File: config.mk
export PLATFORM = sky130hd
export DESIGN_NAME = lic_traffic_gen_engine
export DESIGN_NICKNAME = d
export VERILOG_FILES = /design/src/rtl/lic_traffic_gen_pkg.sv /design/src/rtl/lic_traffic_gen_regs.sv /design/src/rtl/lic_traffic_gen_engine.sv
export SDC_FILE = /design/constraint.sdc
export NUM_CORES = 1
export LEC_CHECK = 0
export ABC_AREA = 1
export BUFFER_PORTS_ARGS = -buffer_cell sky130_fd_sc_hd__buf_2
export CAP_MARGIN = 15
export CORE_UTILIZATION = 53
export DETAILED_ROUTE_END_ITERATION = 12
export PLACE_DENSITY = 0.77
export SLEW_MARGIN = 5
export SYNTH_ARGS = -nofsm -noshare
export SYNTH_HDL_FRONTEND = slang
export SYNTH_SLANG_ARGS = --single-unit
export TNS_END_PERCENT = 20
File: constraint.sdc
create_clock -name clk -period 2.4 [get_ports clk]
set_input_delay 0.36 -clock clk [delete_from_list [all_inputs] [get_ports clk]]
set_output_delay 0.36 -clock clk [all_outputs]
set_load 0.03 [all_outputs]
File: src/rtl/lic_traffic_gen_pkg.sv
// Shared definitions for the LIC traffic generator: register map, CTRL/STATUS bits and FSM states.
package lic_traffic_gen_pkg;

  localparam logic [2:0] RegCtrl     = 3'd0;
  localparam logic [2:0] RegBase     = 3'd1;
  localparam logic [2:0] RegStride   = 3'd2;
  localparam logic [2:0] RegLen      = 3'd3;
  localparam logic [2:0] RegStatus   = 3'd4;
  localparam logic [2:0] RegChecksum = 3'd5;
  localparam logic [2:0] RegWpattern = 3'd6;

  localparam int unsigned CtrlStartBit  = 0;
  localparam int unsigned CtrlModeBit   = 1;
  localparam int unsigned StatusBusyBit = 0;
  localparam int unsigned StatusDoneBit = 1;

  typedef enum logic [1:0] {TG_IDLE, TG_RUN, TG_DRAIN, TG_DONE} tg_state_e;

endpackage

File: src/rtl/lic_traffic_gen_regs.sv
// Peripheral slave for the traffic generator: address decode, configuration registers and the
// single-cycle response pipeline.
module lic_traffic_gen_regs
  import lic_traffic_gen_pkg::*;
#(
  parameter int unsigned ID_WIDTH = 8,
  parameter int unsigned DW       = 32,
  parameter int unsigned AW       = 32
) (
  input  logic                clk,
  input  logic                rst_n,
  input  logic                cfg_req_i,
  input  logic [AW-1:0]       cfg_add_i,
  input  logic                cfg_wen_i,
  input  logic [DW-1:0]       cfg_wdata_i,
  input  logic [ID_WIDTH-1:0] cfg_id_i,
  output logic                cfg_r_valid_o,
  output logic [DW-1:0]       cfg_r_rdata_o,
  output logic [ID_WIDTH-1:0] cfg_r_id_o,
  input  logic                busy_i,
  input  logic                done_i,
  input  logic [DW-1:0]       checksum_i,
  output logic                start_o,
  output logic                mode_o,
  output logic [AW-1:0]       base_o,
  output logic [AW-1:0]       stride_o,
  output logic [DW-1:0]       len_o,
  output logic [DW-1:0]       wpattern_o
);

  logic [2:0]          reg_idx;
  logic                wr_ok;
  logic                rd_en;
  logic                mode_q, mode_d;
  logic [AW-1:0]       base_q, base_d;
  logic [AW-1:0]       stride_q, stride_d;
  logic [DW-1:0]       len_q, len_d;
  logic [DW-1:0]       wpattern_q, wpattern_d;
  logic [DW-1:0]       rdata_mux;
  logic [DW-1:0]       rdata_q;
  logic                r_valid_q;
  logic [ID_WIDTH-1:0] r_id_q;
  logic                unused_add;

  assign reg_idx    = cfg_add_i[4:2];
  assign unused_add = ^{cfg_add_i[AW-1:5], cfg_add_i[1:0]};
  // Configuration is frozen while the engine runs.
  assign wr_ok      = cfg_req_i & ~cfg_wen_i & ~busy_i;
  assign rd_en      = cfg_req_i & cfg_wen_i;
  assign start_o    = wr_ok & (reg_idx == RegCtrl) & cfg_wdata_i[CtrlStartBit];

  always_comb begin
    mode_d     = mode_q;
    base_d     = base_q;
    stride_d   = stride_q;
    len_d      = len_q;
    wpattern_d = wpattern_q;
    if (wr_ok) begin
      case (reg_idx)
        RegCtrl:     mode_d     = cfg_wdata_i[CtrlModeBit];
        RegBase:     base_d     = AW'(cfg_wdata_i);
        RegStride:   stride_d   = AW'(cfg_wdata_i);
        RegLen:      len_d      = cfg_wdata_i;
        RegWpattern: wpattern_d = cfg_wdata_i;
        default:     ;
      endcase
    end
  end

  always_comb begin
    rdata_mux = '0;
    case (reg_idx)
      RegCtrl:     rdata_mux[CtrlModeBit] = mode_q;
      RegBase:     rdata_mux = DW'(base_q);
      RegStride:   rdata_mux = DW'(stride_q);
      RegLen:      rdata_mux = len_q;
      RegStatus: begin
        rdata_mux[StatusBusyBit] = busy_i;
        rdata_mux[StatusDoneBit] = done_i;
      end
      RegChecksum: rdata_mux = checksum_i;
      RegWpattern: rdata_mux = wpattern_q;
      default:     ;
    endcase
  end

  always_ff @(posedge clk or negedge rst_n) begin
    if (!rst_n) begin
      mode_q     <= 1'b0;
      base_q     <= '0;
      stride_q   <= '0;
      len_q      <= '0;
      wpattern_q <= '0;
      rdata_q    <= '0;
      r_valid_q  <= 1'b0;
      r_id_q     <= '0;
    end else begin
      mode_q     <= mode_d;
      base_q     <= base_d;
      stride_q   <= stride_d;
      len_q      <= len_d;
      wpattern_q <= wpattern_d;
      r_valid_q  <= cfg_req_i;
      rdata_q    <= rd_en ? rdata_mux : '0;
      if (cfg_req_i) begin
        r_id_q <= cfg_id_i;
      end
    end
  end

  assign cfg_r_valid_o = r_valid_q;
  assign cfg_r_rdata_o = rdata_q;
  assign cfg_r_id_o    = r_id_q;
  assign mode_o        = mode_q;
  assign base_o        = base_q;
  assign stride_o      = stride_q;
  assign len_o         = len_q;
  assign wpattern_o    = wpattern_q;

endmodule

File: src/rtl/lic_traffic_gen_engine.sv
// Traffic-generator core: issues pipelined TCDM reads/writes over a strided address range,
// XOR-accumulates read data and pulses evt_o on completion.
module lic_traffic_gen_engine
  import lic_traffic_gen_pkg::*;
#(
  parameter int unsigned ID_WIDTH  = 8,
  parameter int unsigned DW        = 32,
  parameter int unsigned AW        = 32,
  parameter int unsigned MAX_OUTST = 4
) (
  input  logic                clk,
  input  logic                rst_n,
  input  logic                cfg_req,
  output logic                cfg_gnt,
  input  logic [AW-1:0]       cfg_add,
  input  logic                cfg_wen,
  input  logic [DW-1:0]       cfg_wdata,
  input  logic [ID_WIDTH-1:0] cfg_id,
  output logic                cfg_r_valid,
  output logic [DW-1:0]       cfg_r_rdata,
  output logic [ID_WIDTH-1:0] cfg_r_id,
  output logic                tcdm_req,
  input  logic                tcdm_gnt,
  output logic [AW-1:0]       tcdm_add,
  output logic                tcdm_wen,
  output logic [DW-1:0]       tcdm_wdata,
  output logic [DW/8-1:0]     tcdm_be,
  input  logic                tcdm_r_valid,
  input  logic [DW-1:0]       tcdm_r_rdata,
  output logic                evt_o,
  output logic                busy_o
);

  localparam int unsigned OW = $clog2(MAX_OUTST + 1);

  tg_state_e     state_q, state_d;
  logic [AW-1:0] issued_q, issued_d;
  logic [AW-1:0] resp_q, resp_d;
  logic [OW-1:0] outst_q, outst_d;
  logic [AW-1:0] addr_q, addr_d;
  logic [DW-1:0] checksum_q, checksum_d;
  logic          done_q, done_d;
  logic          evt_q, evt_d;

  logic          start;
  logic          mode;
  logic [AW-1:0] base;
  logic [AW-1:0] stride;
  logic [DW-1:0] len;
  logic [DW-1:0] wpattern;
  logic [AW-1:0] len_aw;
  logic          can_issue;
  logic          hs;
  logic          rsp;

  assign cfg_gnt = cfg_req;

  lic_traffic_gen_regs #(
    .ID_WIDTH (ID_WIDTH),
    .DW       (DW),
    .AW       (AW)
  ) u_regs (
    .clk           (clk),
    .rst_n         (rst_n),
    .cfg_req_i     (cfg_req),
    .cfg_add_i     (cfg_add),
    .cfg_wen_i     (cfg_wen),
    .cfg_wdata_i   (cfg_wdata),
    .cfg_id_i      (cfg_id),
    .cfg_r_valid_o (cfg_r_valid),
    .cfg_r_rdata_o (cfg_r_rdata),
    .cfg_r_id_o    (cfg_r_id),
    .busy_i        (busy_o),
    .done_i        (done_q),
    .checksum_i    (checksum_q),
    .start_o       (start),
    .mode_o        (mode),
    .base_o        (base),
    .stride_o      (stride),
    .len_o         (len),
    .wpattern_o    (wpattern)
  );

  assign len_aw    = AW'(len);
  assign busy_o    = (state_q == TG_RUN) || (state_q == TG_DRAIN);
  assign can_issue = (state_q == TG_RUN) && (issued_q < len_aw) && (outst_q < OW'(MAX_OUTST));
  assign hs        = can_issue & tcdm_gnt;
  // A response with nothing in flight is stale and must not disturb the counters.
  assign rsp       = tcdm_r_valid & (outst_q != '0);

  always_comb begin
    state_d    = state_q;
    issued_d   = issued_q;
    resp_d     = resp_q;
    outst_d    = outst_q;
    addr_d     = addr_q;
    checksum_d = checksum_q;
    done_d     = done_q;
    evt_d      = 1'b0;

    if (hs) begin
      issued_d = issued_q + 1'b1;
      addr_d   = addr_q + stride;
    end
    if (hs && !rsp) begin
      outst_d = outst_q + 1'b1;
    end else if (!hs && rsp) begin
      outst_d = outst_q - 1'b1;
    end
    if (rsp) begin
      resp_d = resp_q + 1'b1;
      if (!mode) begin
        checksum_d = checksum_q ^ tcdm_r_rdata;
      end
    end

    case (state_q)
      TG_IDLE:  ;
      TG_RUN: begin
        if (issued_q == len_aw) begin
          state_d = TG_DRAIN;
        end
      end
      TG_DRAIN: begin
        if (resp_q == len_aw) begin
          state_d = TG_DONE;
        end
      end
      TG_DONE: begin
        evt_d   = 1'b1;
        done_d  = 1'b1;
        state_d = TG_IDLE;
      end
      default: state_d = TG_IDLE;
    endcase

    // start is only raised when not busy, i.e. from IDLE or DONE
    if (start) begin
      state_d    = (len_aw == '0) ? TG_DONE : TG_RUN;
      issued_d   = '0;
      resp_d     = '0;
      outst_d    = '0;
      addr_d     = base;
      checksum_d = '0;
      done_d     = 1'b0;
    end
  end

  always_ff @(posedge clk or negedge rst_n) begin
    if (!rst_n) begin
      state_q    <= TG_IDLE;
      issued_q   <= '0;
      resp_q     <= '0;
      outst_q    <= '0;
      addr_q     <= '0;
      checksum_q <= '0;
      done_q     <= 1'b0;
      evt_q      <= 1'b0;
    end else begin
      state_q    <= state_d;
      issued_q   <= issued_d;
      resp_q     <= resp_d;
      outst_q    <= outst_d;
      addr_q     <= addr_d;
      checksum_q <= checksum_d;
      done_q     <= done_d;
      evt_q      <= evt_d;
    end
  end

  assign tcdm_req   = can_issue;
  assign tcdm_add   = addr_q;
  assign tcdm_wen   = can_issue & ~mode;
  assign tcdm_wdata = wpattern ^ DW'(issued_q);
  assign tcdm_be    = '1;
  assign evt_o      = evt_q;

endmodule
==> metrics.txt <==
status finished with violations; failing checks setup timing; reg2reg setup slack -0.10 ns; port bufs 190; flops & latches, synth 305; dpl hpwl 48.8 mm; CTS tree yes; final cell utilization of the core 67.4%; startpoint type of the worst setup path flop; R2R cell count 13; Post-Synthesis Cells 2260; nets 2775; setup ws final -0.203 ns; Hold/Removal Path Class in2reg; top cell types by occurrence after synthesis nand2_1, dfrtp_1, inv_1; Clock Pin Slew Worst Setup and Hold Paths 0.06 ns; fmax 384 MHz; RSZ-0062 raised after global routing yes; CORE AREA 32600 um2; Layout area overhead 24.9%; Hold Path Depth 3; max-cap viol count 0; Starting Density 53.9%; initial antenna violation count 0; synth warn 0; Max Clock Skew 0.0171 ns; top cell type's share of synthesized area 43.4%; grt ovf 0; final setup vio count 11; Mapped Area 17600 um2; H-tree levels 2; Worst Setup End Kind primary output; CTS Buffer Depth 3; Hold Crit Start cfg_id[4]; worst path cell trace inv_2, ha_4, nand2_2, nor2_2, nand4_1, nor2_2, nand2_2, buf_6, nand2_4, nor2_1, buf_4; slowest cell on the critical path dfrtp_1; CTS Sinks 305; Avg Inst Size Synth 7.79 um2; largest family of logic cells by synthesized area simple AND/OR/NAND/NOR gates; Crit Path Class reg2out; Reg-to-Reg End outst_q[1]; Final Hold Fails 0; Static Leak 10.9 nW; Period Utilization, post-route 108%; post-synthesis mux area share 0%; largest cells by area after synthesis dfrtp_1, nand2_1, o21ai_0; router iterations before antenna repair 6; Worst-Skew Late Latency 0.52 ns; most frequent cell after synthesis nand2_1; GPL Wtd Cong 1.01; Worst Path Required 2.04 ns; WHS Endpoint u_regs.cfg_r_id_o[4]; Slew headroom 38.4%; number of cell rows 66; drt initial violations 1911; Worst Path Arrival 2.24 ns; simple-gate share of the synthesized area 24.6%; Via Count 17600; Distinct cells, synth 52; Residual DRC 0; async set-or-reset flop fraction in the synthesized netlist 100%; sequential area share after synthesis 43.4%; Detailed Route WL 64.0 mm; vias in the first global route 16700; Synth Area in Adders 5.13%; top_reg_cell synth dfrtp_1; Antenna Cells 0; worst r2r src issued_q[30]; Tmin final 2.60 ns; proportion of layout cells with a drive suffix above 1 20.6%; Die X 184 um; post-route antenna net violation count 0; Tot GR Track Use 37.6%; cell type with the largest total area after synthesis dfrtp_1; XOR/XNOR share of the synthesized area 5.18%; Die Y 184 um; # IOs 224; Critical Path Max Stage Delay 0.36 ns; Slew @ Worst Pin 0.921 ns; via/cell ratio 5.77; P per Cell Area 987 nW/um2; CP Max Fanout 2; largest net degree at the start of global routing 65; average wire per standard cell 20.9 um; max-slew violation count 0; Tot Pwr 21.7 mW; CTS Buf Count 35; number of flops mapped to enable cells by yosys 0; CTS Root Cell clkbuf_16; die area 33900 um2; global-route wire length before repair 95.7 mm; worst vdd ir 0.771 mV; compound-cell area share of the yosys netlist 13.7%
[worst max path at each step]
stage,startpoint,end,slack [ns],depth (start not counted)
after floorplan,issued_q[15],outst_q[2],0.1,14
after CTS,issued_q[29],tcdm_wen,-0.21,10
after global routing,u_regs.len_o[23],tcdm_wen,-0.30,11
after global placement,u_regs.len_o[11],outst_q[2],0.001,15
final,u_regs.len_o[31],tcdm_wen,-0.20,11
after detailed placement,issued_q[11],outst_q[2],-0.09,14
[flip-flops by register name (all words and copies together) (netlist names)]
register,flops
u_regs.base_o,32
state_q,2
u_regs.mode_o,1
tcdm_add,32
checksum_q,32
u_regs.wpattern_o,32
u_regs.cfg_r_id_o,8
u_regs.cfg_r_valid_o,1
u_regs.stride_o,32
done_q,1
evt_o,1
u_regs.cfg_r_rdata_o,32
issued_q,32
u_regs.len_o,32
outst_q,3
resp_q,32
[report_power, final]
part	leakage [nW]	internal (mW)	switching, mW	total, mW
Clock	0.548	3.15	2.14	5.29
Sequential	4.01	6.33	1.06	7.38
Combinational	6.39	3.37	5.65	9.02
Total	10.9	12.8	8.85	21.7
[stage by stage]
stage / hold slack (ns) / setup TNS (ns) / setup slack, ns / std cells / cell area (um2)
floorplan: 0.0644 / 0 / 0.0998 / 2263 / 17600
global placement: 0.323 / 0 / 0.00117 / 2971 / 20100
detailed placement: 0.328 / -0.239 / -0.0906 / 2971 / 20100
CTS: 0.0323 / -0.647 / -0.210 / 3045 / 21500
global route: 0.0512 / -7.50 / -0.297 / 3060 / 22000
finish: 0.0442 / -0.657 / -0.203 / 3060 / 22000
[kinds of logic (layout without fill, tap and decap cells)]
| kind of cell | count (synthesis) | count (layout) |
|---|---|---|
| buffers and inverters | 351 | 705 |
| and+or+nand+nor | 997 | 998 |
| xor gates and xnor gates | 104 | 104 |
| adders and majority gates | 71 | 71 |
| AOI/OAI and AO/OA | 431 | 431 |
| DFF | 305 | 305 |
| other | 1 | 4 |
[per-layer routing]
layer | GRT usage [%] | vias to the layer above | wire length [um]
li1 | - | 8155 | -
met1 | 52.2 | 8415 | 27000
met2 | 60.2 | 927 | 29100
met3 | 5.06 | 147 | 5450
met4 | 13.8 | 0 | 2500
met5 | 0 | - | 0
[worst max-delay path, delay by kind of cell, from the launching register on]
kind / cells / cell delay (ns)
simple gates: 7 / 0.74
flops: 1 / 0.36
buf+inv: 3 / 0.36
fa+ha+maj: 1 / 0.27
[layout by cell type, fill, tap and decap left out, drive strengths merged, types with 60 or more instances in the layout]
cell type  count
a21oi        104
buf          374
clkbuf        60
dfrtp        305
ha            69
inv          265
nand2        578
nand3         69
nor2         159
nor3          85
o21ai        239
[layout make-up]
cell class	instances	area, um2
inverters	266	1030
fillers	2771	10600
flip-flops and latches	305	7630
well taps	442	553
clock buffers	57	1070
multi-input cells	1608	9010
clock inverters	4	45.0
repair buffers	378	2630
[repair_timing]
action	in CTS	in global routing
setup endpoints to repair	19	71
hold buffers	1	0
resized for setup	49	79
gates cloned	0	4
buffers inserted	12	11
pin swaps	18	20
hold endpoints to repair	48	0
No activity file was read; power rests on OpenSTA's default activity.
